===== src/rtl/dir_sweep_sched.sv =====
// Sweep sequencer for the RTC register address path: grants write/read sweeps
// (write first), issues one bus transaction per address and aborts a stalled bus.
`timescale 1ns/1ps
module dir_sweep_sched #(
  parameter int ADDR_W  = 4,
  parameter int N_REGS  = 9,
  parameter int TIMEOUT = 255
) (
  input  logic              clk,
  input  logic              reset,
  input  logic              wr_req,
  input  logic              rd_req,
  input  logic              bus_done,
  output logic [ADDR_W-1:0] dir_bin,
  output logic              dec_en,
  output logic              wr_rd,
  output logic              bus_go,
  output logic              wr_ack,
  output logic              rd_ack,
  output logic              err,
  output logic              busy,
  output logic [2:0]        state_dbg
);

  // Handshake: wr_req/rd_req are levels held by the requester until the matching
  // one-cycle ack; they are sampled only in IDLE. bus_go starts one transaction at
  // dir_bin and the bus driver answers with a one-cycle bus_done, seen only in WAIT.
  typedef enum logic [2:0] {
    IDLE  = 3'd0,
    ISSUE = 3'd1,
    WAIT  = 3'd2,
    DONE  = 3'd3,
    ERR   = 3'd4
  } state_t;

  localparam logic [ADDR_W-1:0] LAST_IDX = ADDR_W'(N_REGS - 1);
  localparam logic [7:0]        TO_LAST  = 8'(TIMEOUT - 1);

  state_t            state, state_nx;
  logic [ADDR_W-1:0] index;
  logic [7:0]        to_cnt;

  always_ff @(posedge clk or posedge reset) begin
    if (reset) state <= IDLE;
    else       state <= state_nx;
  end

  always_comb begin
    state_nx = state;
    case (state)
      IDLE:  if (wr_req || rd_req) state_nx = ISSUE;
      ISSUE: state_nx = WAIT;
      WAIT: begin
        if (bus_done)              state_nx = (index == LAST_IDX) ? DONE : ISSUE;
        else if (to_cnt == TO_LAST) state_nx = ERR;
      end
      DONE:    state_nx = IDLE;
      ERR:     state_nx = IDLE;
      default: state_nx = IDLE;
    endcase
  end

  // Address index, stall counter and sweep direction; direction only changes at grant.
  always_ff @(posedge clk or posedge reset) begin
    if (reset) begin
      index  <= '0;
      to_cnt <= '0;
      wr_rd  <= 1'b0;
    end else begin
      case (state)
        IDLE: begin
          if (wr_req) begin
            wr_rd <= 1'b1;
            index <= '0;
          end else if (rd_req) begin
            wr_rd <= 1'b0;
            index <= '0;
          end
        end
        ISSUE: to_cnt <= '0;
        WAIT: begin
          if (bus_done) begin
            if (index != LAST_IDX) index <= index + 1'b1;
          end else begin
            to_cnt <= to_cnt + 1'b1;
          end
        end
        default: ;
      endcase
    end
  end

  always_comb begin
    dir_bin = index;
    dec_en  = (state == ISSUE) || (state == WAIT);
    bus_go  = (state == ISSUE);
    wr_ack  = (state == DONE) && wr_rd;
    rd_ack  = (state == DONE) && !wr_rd;
    err     = (state == ERR);
    busy    = (state != IDLE);
  end

  assign state_dbg = state;

endmodule


===== config.mk =====
export PLATFORM = sky130hd
export DESIGN_NAME = dir_sweep_sched
export DESIGN_NICKNAME = d
export VERILOG_FILES = /design/src/rtl/dir_sweep_sched.sv
export SDC_FILE = /design/constraint.sdc
export NUM_CORES = 1
export LEC_CHECK = 0
export CAP_MARGIN = 15
export CELL_PAD_IN_SITES_DETAIL_PLACEMENT = 0
export CELL_PAD_IN_SITES_GLOBAL_PLACEMENT = 1
export CORE_ASPECT_RATIO = 1.4
export CORE_MARGIN = 2
export CORE_UTILIZATION = 33
export DETAILED_ROUTE_END_ITERATION = 12
export PLACE_DENSITY_LB_ADDON = 0.1
export SYNTH_ARGS = -nofsm -noshare
export SYNTH_HDL_FRONTEND = slang
export SYNTH_SLANG_ARGS = --single-unit

===== constraint.sdc =====
create_clock -name clk -period 1.8 [get_ports clk]
set_clock_uncertainty 0.1 [all_clocks]
set_input_delay 0.36 -clock clk [delete_from_list [all_inputs] [get_ports clk]]
set_output_delay 0.36 -clock clk [all_outputs]
set_load 0.01 [all_outputs]

==> results of run 1 <==
-- synth_stat cells (2+ instances only) --
master	n
nand2_1	10
a32o_1	2
o31ai_1	2
dfrtp_1	16
o21ai_0	4
nor3_1	7
ha_1	4
clkbuf_1	2
a21oi_1	3
nand3_1	6
inv_1	9
or3_1	2
nor2b_1	4
mux2i_1	4
-- registers in the layout (all words and copies together) (netlist names) --
register   flops
to_cnt         8
dir_bin        4
state_dbg      3
wr_rd          1
-- power groups by stage --
stage | logic [mW] | clock network, mW | registers (mW)
after global routing | 0.948 | 0.219 | 0.530
after global placement | 0.814 | 0 | 0.521
after detailed placement | 0.819 | 0 | 0.523
after CTS | 0.857 | 0.202 | 0.518
final | 0.863 | 0.189 | 0.521
after floorplan | 0.322 | 0 | 0.560
-- worst reg2reg max path: stages, from the launching register on --
cell     delay (ns)
dfrtp_2        0.41
buf_6          0.14
or4b_4         0.49
or4_4          0.54
a21oi_2        0.12
-- layout by cell type, fill, tap and decap left out, types with 3 or more instances in the layout --
| cell type | count |
|---|---|
| buf_6 | 3 |
| inv_1 | 8 |
| ha_1 | 4 |
| dfrtp_1 | 14 |
| buf_2 | 4 |
| o21ai_0 | 3 |
| nand3_1 | 6 |
| nand2_1 | 10 |
| clkdlybuf4s50_1 | 9 |
| buf_4 | 13 |
| clkbuf_4 | 3 |
| nor2b_1 | 3 |
| mux2i_1 | 4 |
| nor3_1 | 3 |
-- how the worst max path moves through the flow --
stage,to,slack [ns],start
floorplan,to_cnt[7],0.007,state_dbg[0]
global placement,to_cnt[6],-0.39,bus_done
detailed placement,to_cnt[7],-0.39,bus_done
CTS,to_cnt[7],-0.1,state_dbg[2]
global route,to_cnt[7],-0.12,state_dbg[2]
finish,to_cnt[7],-0.08,state_dbg[0]
-- logic make-up after synthesis --
group	share of synthesized area (%)
buf+inv	4.68
simple gates	27.2
flops	45.4
fa+ha+maj	5.67
mux	4.54
compound gates	12.5
-- routing by layer --
layer | vias up | share of wire, %
met4 | 0 | 1.5
li1 | 405 | -
met2 | 17 | 53
met1 | 388 | 41
met5 | - | 0
met3 | 4 | 4.3
-- per-stage QoR --
step / setup WS, ns / util [%] / power [mW] / area [sq um]
after global placement: -0.391 / 46.3 / 1.34 / 1200
after detailed placement: -0.393 / 46.3 / 1.34 / 1200
after global routing: -0.121 / 49.9 / 1.70 / 1290
final: -0.0757 / 49.9 / 1.57 / 1290
after floorplan: 0.00658 / - / 0.882 / 883
after CTS: -0.0965 / 49.1 / 1.58 / 1270
-- cell type report --
cell class / count / area (sq um) / share of cell area, %
Tap cell: 36 / 45.0 / 3.49
Inverter: 9 / 33.8 / 2.62
Clock buffer: 4 / 26.3 / 2.03
Multi-Input combinational cell: 66 / 498 / 38.6
Sequential cell: 16 / 403 / 31.2
Timing Repair Buffer: 34 / 285 / 22.1
-- what timing repair did --
| item | in CTS | in global routing |
|---|---|---|
| gates resized for setup | 31 | 12 |
| setup endpoints to repair | 12 | 13 |
| hold endpoints to repair | 0 | 0 |
| buffers inserted | 2 | 1 |
| pin swaps | 3 | 1 |
==> results.sh, run 1 <==
export IMPL_status="complete, but fails checks"
export IMPL_failed_checks="negative setup slack"
export IMPL_worst_setup_path_start_kind="flop"
export IMPL_worst_ep_required_time_ns=1.91
export IMPL_design_portCount=19
export IMPL_worst_path_buf_inv=1
export IMPL_hold_viol_final=0
export IMPL_layer_carrying_the_most_global_route_usage="met2"
export IMPL_number_of_antenna_violations_at_the_first_check_in_global_routing=0
export IMPL_cts_hold_buffers=0
export IMPL_synth_main_ff_cell="dfrtp_1"
export IMPL_timing_setup_tns_ns=-0.138
export IMPL_fin_cells=165
export IMPL_yosys_area_top_type_share_pct=45.4
export IMPL_clock_tree_buffer_depth=2
export IMPL_hold_path_class="input port to async pin"
export IMPL_worstReg2RegEnd="to_cnt[7]"
export IMPL_grt_setup_unrepaired="true"
export IMPL_grt_first_pass_wirelength_um=3420
export IMPL_cts_tree="built"
export IMPL_path_class="flop to flop"
export IMPL_power_leakage_nw=0.618
export IMPL_fmaxAchievable_mhz=533
export IMPL_routed_via_count=814
export IMPL_number_of_warnings_issued_by_yosys=0
export IMPL_routed_via_density=4.93
export IMPL_synth_edf_count=0
export IMPL_finalWorstSetupSlack_ns=-0.0757
export IMPL_synth_ff_latch_count=16
export IMPL_post_route_min_period_ns=1.88
export IMPL_cts_buffers=3
export IMPL_biggest_fanout_along_the_worst_timing_path=8
export IMPL_routedWlPerCell_um=12.4
export IMPL_clock_latency_ns=0.28
export IMPL_final_setup_violations=3
export IMPL_antennaDiodeCount=0
export IMPL_total_nets_after_synthesis=102
export IMPL_max_incr_delay_on_cp_ns=0.54
export IMPL_clkPwrFrac_pct=12.0
export IMPL_worst_path_stages=4
export IMPL_area_growth_syn_to_layout_pct=46.4
export IMPL_tritoncts_num_sinks=16
export IMPL_die_area_sq_um=3110
export IMPL_worst_ep_arrival_time_ns=1.99
export IMPL_crit_path_cell_trace="buf_6, or4b_4, or4_4, a21oi_2"
export IMPL_power_density_nw_per_um2=1220
export IMPL_max_slew_margin_rel_pct=79.5
export IMPL_place_port_buffers=18
export IMPL_num_rows=22
export IMPL_net_sw_power_mw=0.576
export IMPL_rr_worst_depth=4
export IMPL_layout_worst_path_cycle_share_pct=104
export IMPL_use_met1_pct=18.8
export IMPL_synthesis_area_per_instance_sq_um=9.48
export IMPL_synth_area_leader_cell="dfrtp_1"
export IMPL_internal_power_mw=0.996
export IMPL_cts_max_level=1
export IMPL_route_antenna_remaining_nets=0
export IMPL_global_route_usage_total_pct=15.0
export IMPL_dr_first_iter_drc_count=29
export IMPL_vias_in_the_first_global_route=809
export IMPL_critical_path_slowest_cell="or4_4"
export IMPL_swShare_pct=36.6
export IMPL_dp_hpwl_um=1620
export IMPL_worst_pin_slew_ns=0.307
export IMPL_netlist_instances=93
export IMPL_cap_viol_max_count=0
export IMPL_drc=0
export IMPL_syn_cell_area_sq_um=882
export IMPL_first_pass_iters=4
export IMPL_logic_gate_share_of_total_power_pct=54.9
export IMPL_synth_async_reset_ratio_pct=100
export IMPL_r2r_slack_ns=-0.08
export IMPL_floorplan_die_height_um=65.2
export IMPL_clk_root_buffer_cell="clkbuf_4"
export IMPL_initial_core_utilization_pct=34.1
export IMPL_vdd_drop_max_v=0.000558
export IMPL_worst_path_clk_slew_ns=0.09
export IMPL_crit_family="simple AND/OR/NAND/NOR gates"
export IMPL_grt_max_degree=12
export IMPL_share_of_layout_cells_above_drive_strength_1_pct=30.2
export IMPL_dpl_cell_count=158
export IMPL_final_fill_count=256
export IMPL_finalWeightedCongestion=0.772
export IMPL_grt_remaining_overflow=0
export IMPL_synth_cell_types=32
export IMPL_synth_seq_area_share_pct=45.4
export IMPL_crit_reg2reg_launch="state_dbg[0]"
export IMPL_seq_power_share_pct=33.1
export IMPL_routed_wl_um=2050
export IMPL_timing_max_transition_violations_final=0
export IMPL_worstSetupEndpointType="flop"
export IMPL_design_final_nets=139
export IMPL_hold_slack_ns=0.188
export IMPL_die_width_um=47.7
export IMPL_globalRouteMet3Util_pct=1.92
export IMPL_floorplan_core_area_sq_um=2590
export IMPL_grt_use_met2_pct=24.3
export IMPL_post_synth_main_area_contributors="dfrtp_1 (45%), ha_1 (5.7%), mux2i_1 (4.5%)"
(Power assumes the default switching activity.)
==> run 2: changes to the inputs <==
--- a/config.mk
+++ b/config.mk
@@ -11,6 +11,7 @@
 export CORE_ASPECT_RATIO = 1.4
 export CORE_MARGIN = 2
 export CORE_UTILIZATION = 33
+export CTS_CLUSTER_SIZE = 14
 export DETAILED_ROUTE_END_ITERATION = 12
 export PLACE_DENSITY_LB_ADDON = 0.1
 export SYNTH_ARGS = -nofsm -noshare
==> constraint.sdc (replaced) <==
create_clock -name clk -period 1.55 [get_ports clk]
set_clock_uncertainty 0.1 [all_clocks]
set_input_delay 0.31 -clock clk [delete_from_list [all_inputs] [get_ports clk]]
set_output_delay 0.31 -clock clk [all_outputs]
set_load 0.01 [all_outputs]
==> run 2 against run 1 <==
The flow still finishes with violations (negative setup slack). Total power grew 42%. Final area grew 19%. Utilization increased by 9.4 points. Critical path type unchanged. Largest power group unchanged.
==> results.sh, run 2 (synthesis results as in run 1) <==
export IMPL_dr_first_iter_drc_count=15
export IMPL_status="complete, but fails checks"
export IMPL_routedWlPerCell_um=13.8
export IMPL_routed_via_density=4.96
export IMPL_floorplan_die_height_um=65.2
export IMPL_timing_max_transition_violations_final=0
export IMPL_biggest_fanout_along_the_worst_timing_path=3
export IMPL_design_final_nets=156
export IMPL_finalWeightedCongestion=0.761
export IMPL_largest_register_ff_count=8
export IMPL_hold_slack_ns=0.219
export IMPL_final_fill_count=256
export IMPL_fmaxAchievable_mhz=546
export IMPL_dp_hpwl_um=1620
export IMPL_worst_pin_slew_ns=0.260
export IMPL_power_leakage_nw=0.750
export IMPL_timing_setup_tns_ns=-2.69
export IMPL_r2r_slack_ns=-0.28
export IMPL_dpl_cell_count=163
export IMPL_fin_cells=181
export IMPL_number_of_antenna_violations_at_the_first_check_in_global_routing=0
export IMPL_crit_path_cell_trace="buf_6, or4b_4, or4_4, a21oi_2"
export IMPL_grt_remaining_overflow=0
export IMPL_design_portCount=19
export IMPL_final_setup_violations=15
export IMPL_failed_checks="negative setup slack"
export IMPL_finalWorstSetupSlack_ns=-0.283
export IMPL_worstSetupEndpointType="flop"
export IMPL_grt_setup_unrepaired="true"
export IMPL_routed_via_count=898
export IMPL_worst_path_clk_slew_ns=0.09
export IMPL_worst_ep_required_time_ns=1.68
export IMPL_swShare_pct=37.6
export IMPL_grt_first_pass_wirelength_um=3790
export IMPL_power_density_nw_per_um2=1450
export IMPL_worst_path_buf_inv=1
export IMPL_clock_tree_buffer_depth=2
export IMPL_logic_gate_share_of_total_power_pct=63.0
export IMPL_area_growth_syn_to_layout_pct=74.0
export IMPL_largest_register="to_cnt"
export IMPL_die_width_um=47.7
export IMPL_worst_ep_arrival_time_ns=1.96
export IMPL_clock_latency_ns=0.29
export IMPL_internal_power_mw=1.39
export IMPL_path_class="flop to flop"
export IMPL_mostFrequentLayoutCell="buf_4"
export IMPL_critical_path_slowest_cell="or4b_4"
export IMPL_cts_tree="built"
export IMPL_crit_family="simple AND/OR/NAND/NOR gates"
export IMPL_share_of_layout_cells_above_drive_strength_1_pct=51.0
export IMPL_hold_path_class="input port to async pin"
export IMPL_initial_core_utilization_pct=34.1
export IMPL_worst_setup_path_start_kind="flop"
export IMPL_hold_viol_final=0
export IMPL_place_port_buffers=18
export IMPL_max_incr_delay_on_cp_ns=0.50
export IMPL_die_area_sq_um=3110
export IMPL_post_route_min_period_ns=1.83
export IMPL_global_route_usage_total_pct=16.7
export IMPL_commonest_non_fill_non_tap_cells_in_the_layout="buf_4 (24), dfrtp_1 (14), buf_6 (12), nand2_1 (9), inv_1 (7)"
export IMPL_antennaDiodeCount=0
export IMPL_layout_worst_path_cycle_share_pct=118
export IMPL_floorplan_core_area_sq_um=2590
export IMPL_multiInputGateArea_sq_um=594
export IMPL_cts_buffers=3
export IMPL_vdd_drop_max_v=0.000931
export IMPL_first_pass_iters=3
export IMPL_clkPwrFrac_pct=10.1
export IMPL_vias_in_the_first_global_route=870
export IMPL_num_rows=22
export IMPL_routed_wl_um=2490
export IMPL_drc=0
export IMPL_net_sw_power_mw=0.839
export IMPL_clk_root_buffer_cell="clkbuf_4"
export IMPL_cts_hold_buffers=0
export IMPL_max_slew_margin_rel_pct=82.6
export IMPL_cts_max_level=1
export IMPL_seq_power_share_pct=27.0
export IMPL_tritoncts_num_sinks=16
export IMPL_grt_max_degree=17
export IMPL_sequential_cell_area_sq_um=403
export IMPL_route_antenna_remaining_nets=0
export IMPL_cap_viol_max_count=0
## run 2: cell count changes in the layout (fill, tap and decap cells not counted), moves of 4 or more
cell / before / now
buf_4: 13 / 24
buf_6: 3 / 12
clkdlybuf4s50_1: 9 / 4
dlygate4sd2_1: 1 / 5
## run 2: area by class of cell
class | instances | share of cell area, %
clock buffer | 3 | 1.47
inverter | 9 | 2.36
sequential | 16 | 26.2
multi-input combinational | 66 | 38.7
timing repair buffer | 51 | 28.3
tap | 36 | 2.93
## run 2: metal layers
metal  up-vias  part of all wire, %  track usage (%)
li1        441                    -                -
met1       436                   41             20.7
met2        15                   55             28.2
met3         6                  1.9             1.65
met4         0                  2.5             7.09
met5         -                    0                0
## run 2: stage by stage
stage | util (%) | cell area, sq um | setup WS [ns] | power [mW]
2_1_floorplan | - | 916 | -0.226 | 1.09
3_3_place_gp | 48.5 | 1250 | -0.556 | 1.61
3_5_place_dp | 48.5 | 1250 | -0.577 | 1.62
4_1_cts | 55.9 | 1450 | -0.332 | 2.05
5_1_grt | 59.3 | 1540 | -0.317 | 2.38
6_report | 59.3 | 1540 | -0.283 | 2.23
## run 2: worst min-delay path, cell delays in order
cell             delay, ns
clkdlybuf4s50_1       0.40
inv_1                 0.05
buf_4                 0.23
## run 2: repair_timing
| action | in CTS | in global routing |
|---|---|---|
| resized for setup | 56 | 24 |
| buffers inserted | 12 | 6 |
| endpoints found under the setup margin | 24 | 20 |
| pin swaps | 7 | 8 |
## run 2: worst paths after layout
check	startpoint	to	cells after the start
max in group asynchronous	reset	state_dbg[1]	3
worst min-delay path	reset	to_cnt[4]	3
worst max-delay path	state_dbg[2]	to_cnt[7]	4
min in group clk	to_cnt[6]	to_cnt[6]	1
worst min register to register	to_cnt[6]	to_cnt[6]	1
worst max register to register	state_dbg[2]	to_cnt[7]	4
## run 2: power groups by stage
stage / Clock, mW / Combinational [mW] / Sequential [mW]
floorplan: 0 / 0.433 / 0.654
global placement: 0 / 0.989 / 0.619
detailed placement: 0 / 1.00 / 0.624
CTS: 0.230 / 1.22 / 0.597
global route: 0.243 / 1.52 / 0.614
finish: 0.224 / 1.40 / 0.601
==> run 3: changes to the inputs <==
--- a/config.mk
+++ b/config.mk
@@ -9,7 +9,6 @@
 export CELL_PAD_IN_SITES_DETAIL_PLACEMENT = 0
 export CELL_PAD_IN_SITES_GLOBAL_PLACEMENT = 1
 export CORE_ASPECT_RATIO = 1.4
-export CORE_MARGIN = 2
 export CORE_UTILIZATION = 33
 export CTS_CLUSTER_SIZE = 14
 export DETAILED_ROUTE_END_ITERATION = 12
==> run 3 against run 2 <==
The flow still finishes with violations (negative setup slack). Total power is 6.2% lower. Final cell count down 5.5%. Fmax grew 0.56%. Clock-buffer cell count up 1. Die area decreased by 7.1%. Sequential share of layout area rose by 2.2 points. Combinational power shrank 13%. Sequential cell count did not move. Hold slack improved by 0.023 ns. Utilization fell by 1.9 points. Non-clock buffer count down 9. Critical endpoint is now to_cnt[2]. Largest power group unchanged.
==> results.sh, run 3 (synthesis results as in run 1) <==
export IMPL_status="complete, but fails checks"
export IMPL_failed_checks="negative setup slack"
export IMPL_routedWlPerCell_um=13.5
export IMPL_area_growth_syn_to_layout_pct=60.9
export IMPL_rr_worst_depth=5
export IMPL_finalWorstSetupSlack_ns=-0.273
export IMPL_grt_first_pass_wirelength_um=3760
export IMPL_largest_register="to_cnt"
export IMPL_r2r_slack_ns=-0.27
export IMPL_num_rows=21
export IMPL_tritoncts_num_sinks=16
export IMPL_cts_hold_buffers=0
export IMPL_post_route_min_period_ns=1.82
export IMPL_cts_max_level=1
export IMPL_sum_of_internal_switching_and_leakage_power_mw=2.09
export IMPL_finalWeightedCongestion=0.771
export IMPL_cts_buffers=3
export IMPL_first_pass_iters=4
export IMPL_hold_path_class="input port to async pin"
export IMPL_crit_reg2reg_launch="state_dbg[2]"
export IMPL_clk_root_buffer_cell="clkbuf_4"
export IMPL_max_slew_margin_rel_pct=80.9
export IMPL_grt_max_degree=17
export IMPL_initial_core_utilization_pct=35.7
export IMPL_vias_in_the_first_global_route=856
export IMPL_clock_tree_buffer_depth=2
export IMPL_global_route_usage_total_pct=17.5
export IMPL_floorplan_die_height_um=63.2
export IMPL_path_class="flop to flop"
export IMPL_die_width_um=45.7
export IMPL_grt_setup_unrepaired="true"
export IMPL_fin_cells=171
export IMPL_biggest_fanout_along_the_worst_timing_path=8
export IMPL_worst_path_clk_slew_ns=0.09
export IMPL_worst_setup_path_start_kind="flop"
export IMPL_die_area_sq_um=2890
export IMPL_postLayoutCoreUtil_pct=57.4
export IMPL_worstSetupEndpointType="flop"
export IMPL_dr_first_iter_drc_count=8
export IMPL_routed_via_count=858
export IMPL_final_setup_violations=15
export IMPL_power_leakage_nw=0.671
export IMPL_route_antenna_remaining_nets=0
export IMPL_timing_max_transition_violations_final=0
export IMPL_sequential_cell_area_sq_um=404
export IMPL_fmaxAchievable_mhz=549
export IMPL_power_density_nw_per_um2=1470
export IMPL_dpl_cell_count=159
export IMPL_grt_remaining_overflow=0
export IMPL_floorplan_core_area_sq_um=2470
export IMPL_multiInputGateArea_sq_um=538
export IMPL_worst_pin_slew_ns=0.285
export IMPL_routed_wl_um=2320
export IMPL_commonest_non_fill_non_tap_cells_in_the_layout="buf_4 (17), dfrtp_1 (13), nand2_1 (9), buf_6 (8)"
export IMPL_mostFrequentLayoutCell="buf_4"
export IMPL_placedInstanceArea_sq_um=1240
export IMPL_dp_worst_setup_slack_ns=-0.577
export IMPL_hold_viol_final=0
export IMPL_antennaDiodeCount=0
export IMPL_design_final_nets=147
export IMPL_worst_ep_required_time_ns=1.67
export IMPL_design_portCount=19
export IMPL_share_of_layout_cells_above_drive_strength_1_pct=42.3
export IMPL_worst_ep_arrival_time_ns=1.95
export IMPL_cap_viol_max_count=0
export IMPL_clock_latency_ns=0.28
export IMPL_drc=0
export IMPL_post_route_cell_area_sq_um=1420
export IMPL_dp_hpwl_um=1590
export IMPL_routed_via_density=5.02
export IMPL_cts_tree="built"
export IMPL_largest_register_ff_count=8
export IMPL_final_fill_count=246
export IMPL_place_port_buffers=18
export IMPL_worstReg2RegEnd="to_cnt[2]"
export IMPL_vdd_drop_max_v=0.000612
export IMPL_layout_worst_path_cycle_share_pct=118
export IMPL_number_of_antenna_violations_at_the_first_check_in_global_routing=0
==> run 3: worst max path at each step <==
stage                            start        end  slack [ns]  cells after the start
final                     state_dbg[2]  to_cnt[2]       -0.27                      5
after global routing      state_dbg[2]  to_cnt[2]       -0.32                      5
after CTS                 state_dbg[2]  to_cnt[2]       -0.30                      5
after detailed placement      bus_done  to_cnt[7]       -0.58                      4
after global placement        bus_done  to_cnt[2]       -0.54                      5
after floorplan           state_dbg[0]  to_cnt[7]       -0.23                      3
==> run 3: timing repair <==
item | 4_1_cts | 5_1_grt
setup buffers | 6 | 2
gates resized for setup | 55 | 13
pin swaps | 10 | 8
endpoints found under the setup margin | 25 | 19
==> run 3: area by class of cell <==
class	instances	share of cell area, %
clock buffers	4	2.56
inverters	9	2.56
multi-input cells	66	37.9
flip-flops and latches	16	28.5
well taps	34	3.00
repair buffers	42	25.5
==> run 3: worst max-delay path, stage by stage (launching register included) <==
cell and delay, ns:
dfrtp_2 0.44, buf_6 0.12, or4b_4 0.50, buf_8 0.16, or3_1 0.32, a21oi_2 0.12
==> run 3: layer usage <==
metal  part of all wire, %  track usage (%)  vias to the layer above
met1                    42             21.0                      419
met5                     0                0                        -
met2                    54             30.7                       17
met4                   1.5             6.62                        0
li1                      -                -                      418
met3                   2.7             1.72                        4
==> run 3: report_power, final <==
part | leakage, nW | internal [mW] | switching (mW)
clock network | 0.0210 | 0.143 | 0.131
logic | 0.438 | 0.666 | 0.557
registers | 0.211 | 0.512 | 0.0825
==> run 3: through the flow <==
stage | TNS, ns | hold slack [ns]
detailed placement | -6.42 | 0.371
global route | -3.65 | 0.259
floorplan | -0.691 | 0.124
finish | -2.64 | 0.243
CTS | -3.12 | 0.248
global placement | -6.23 | 0.366
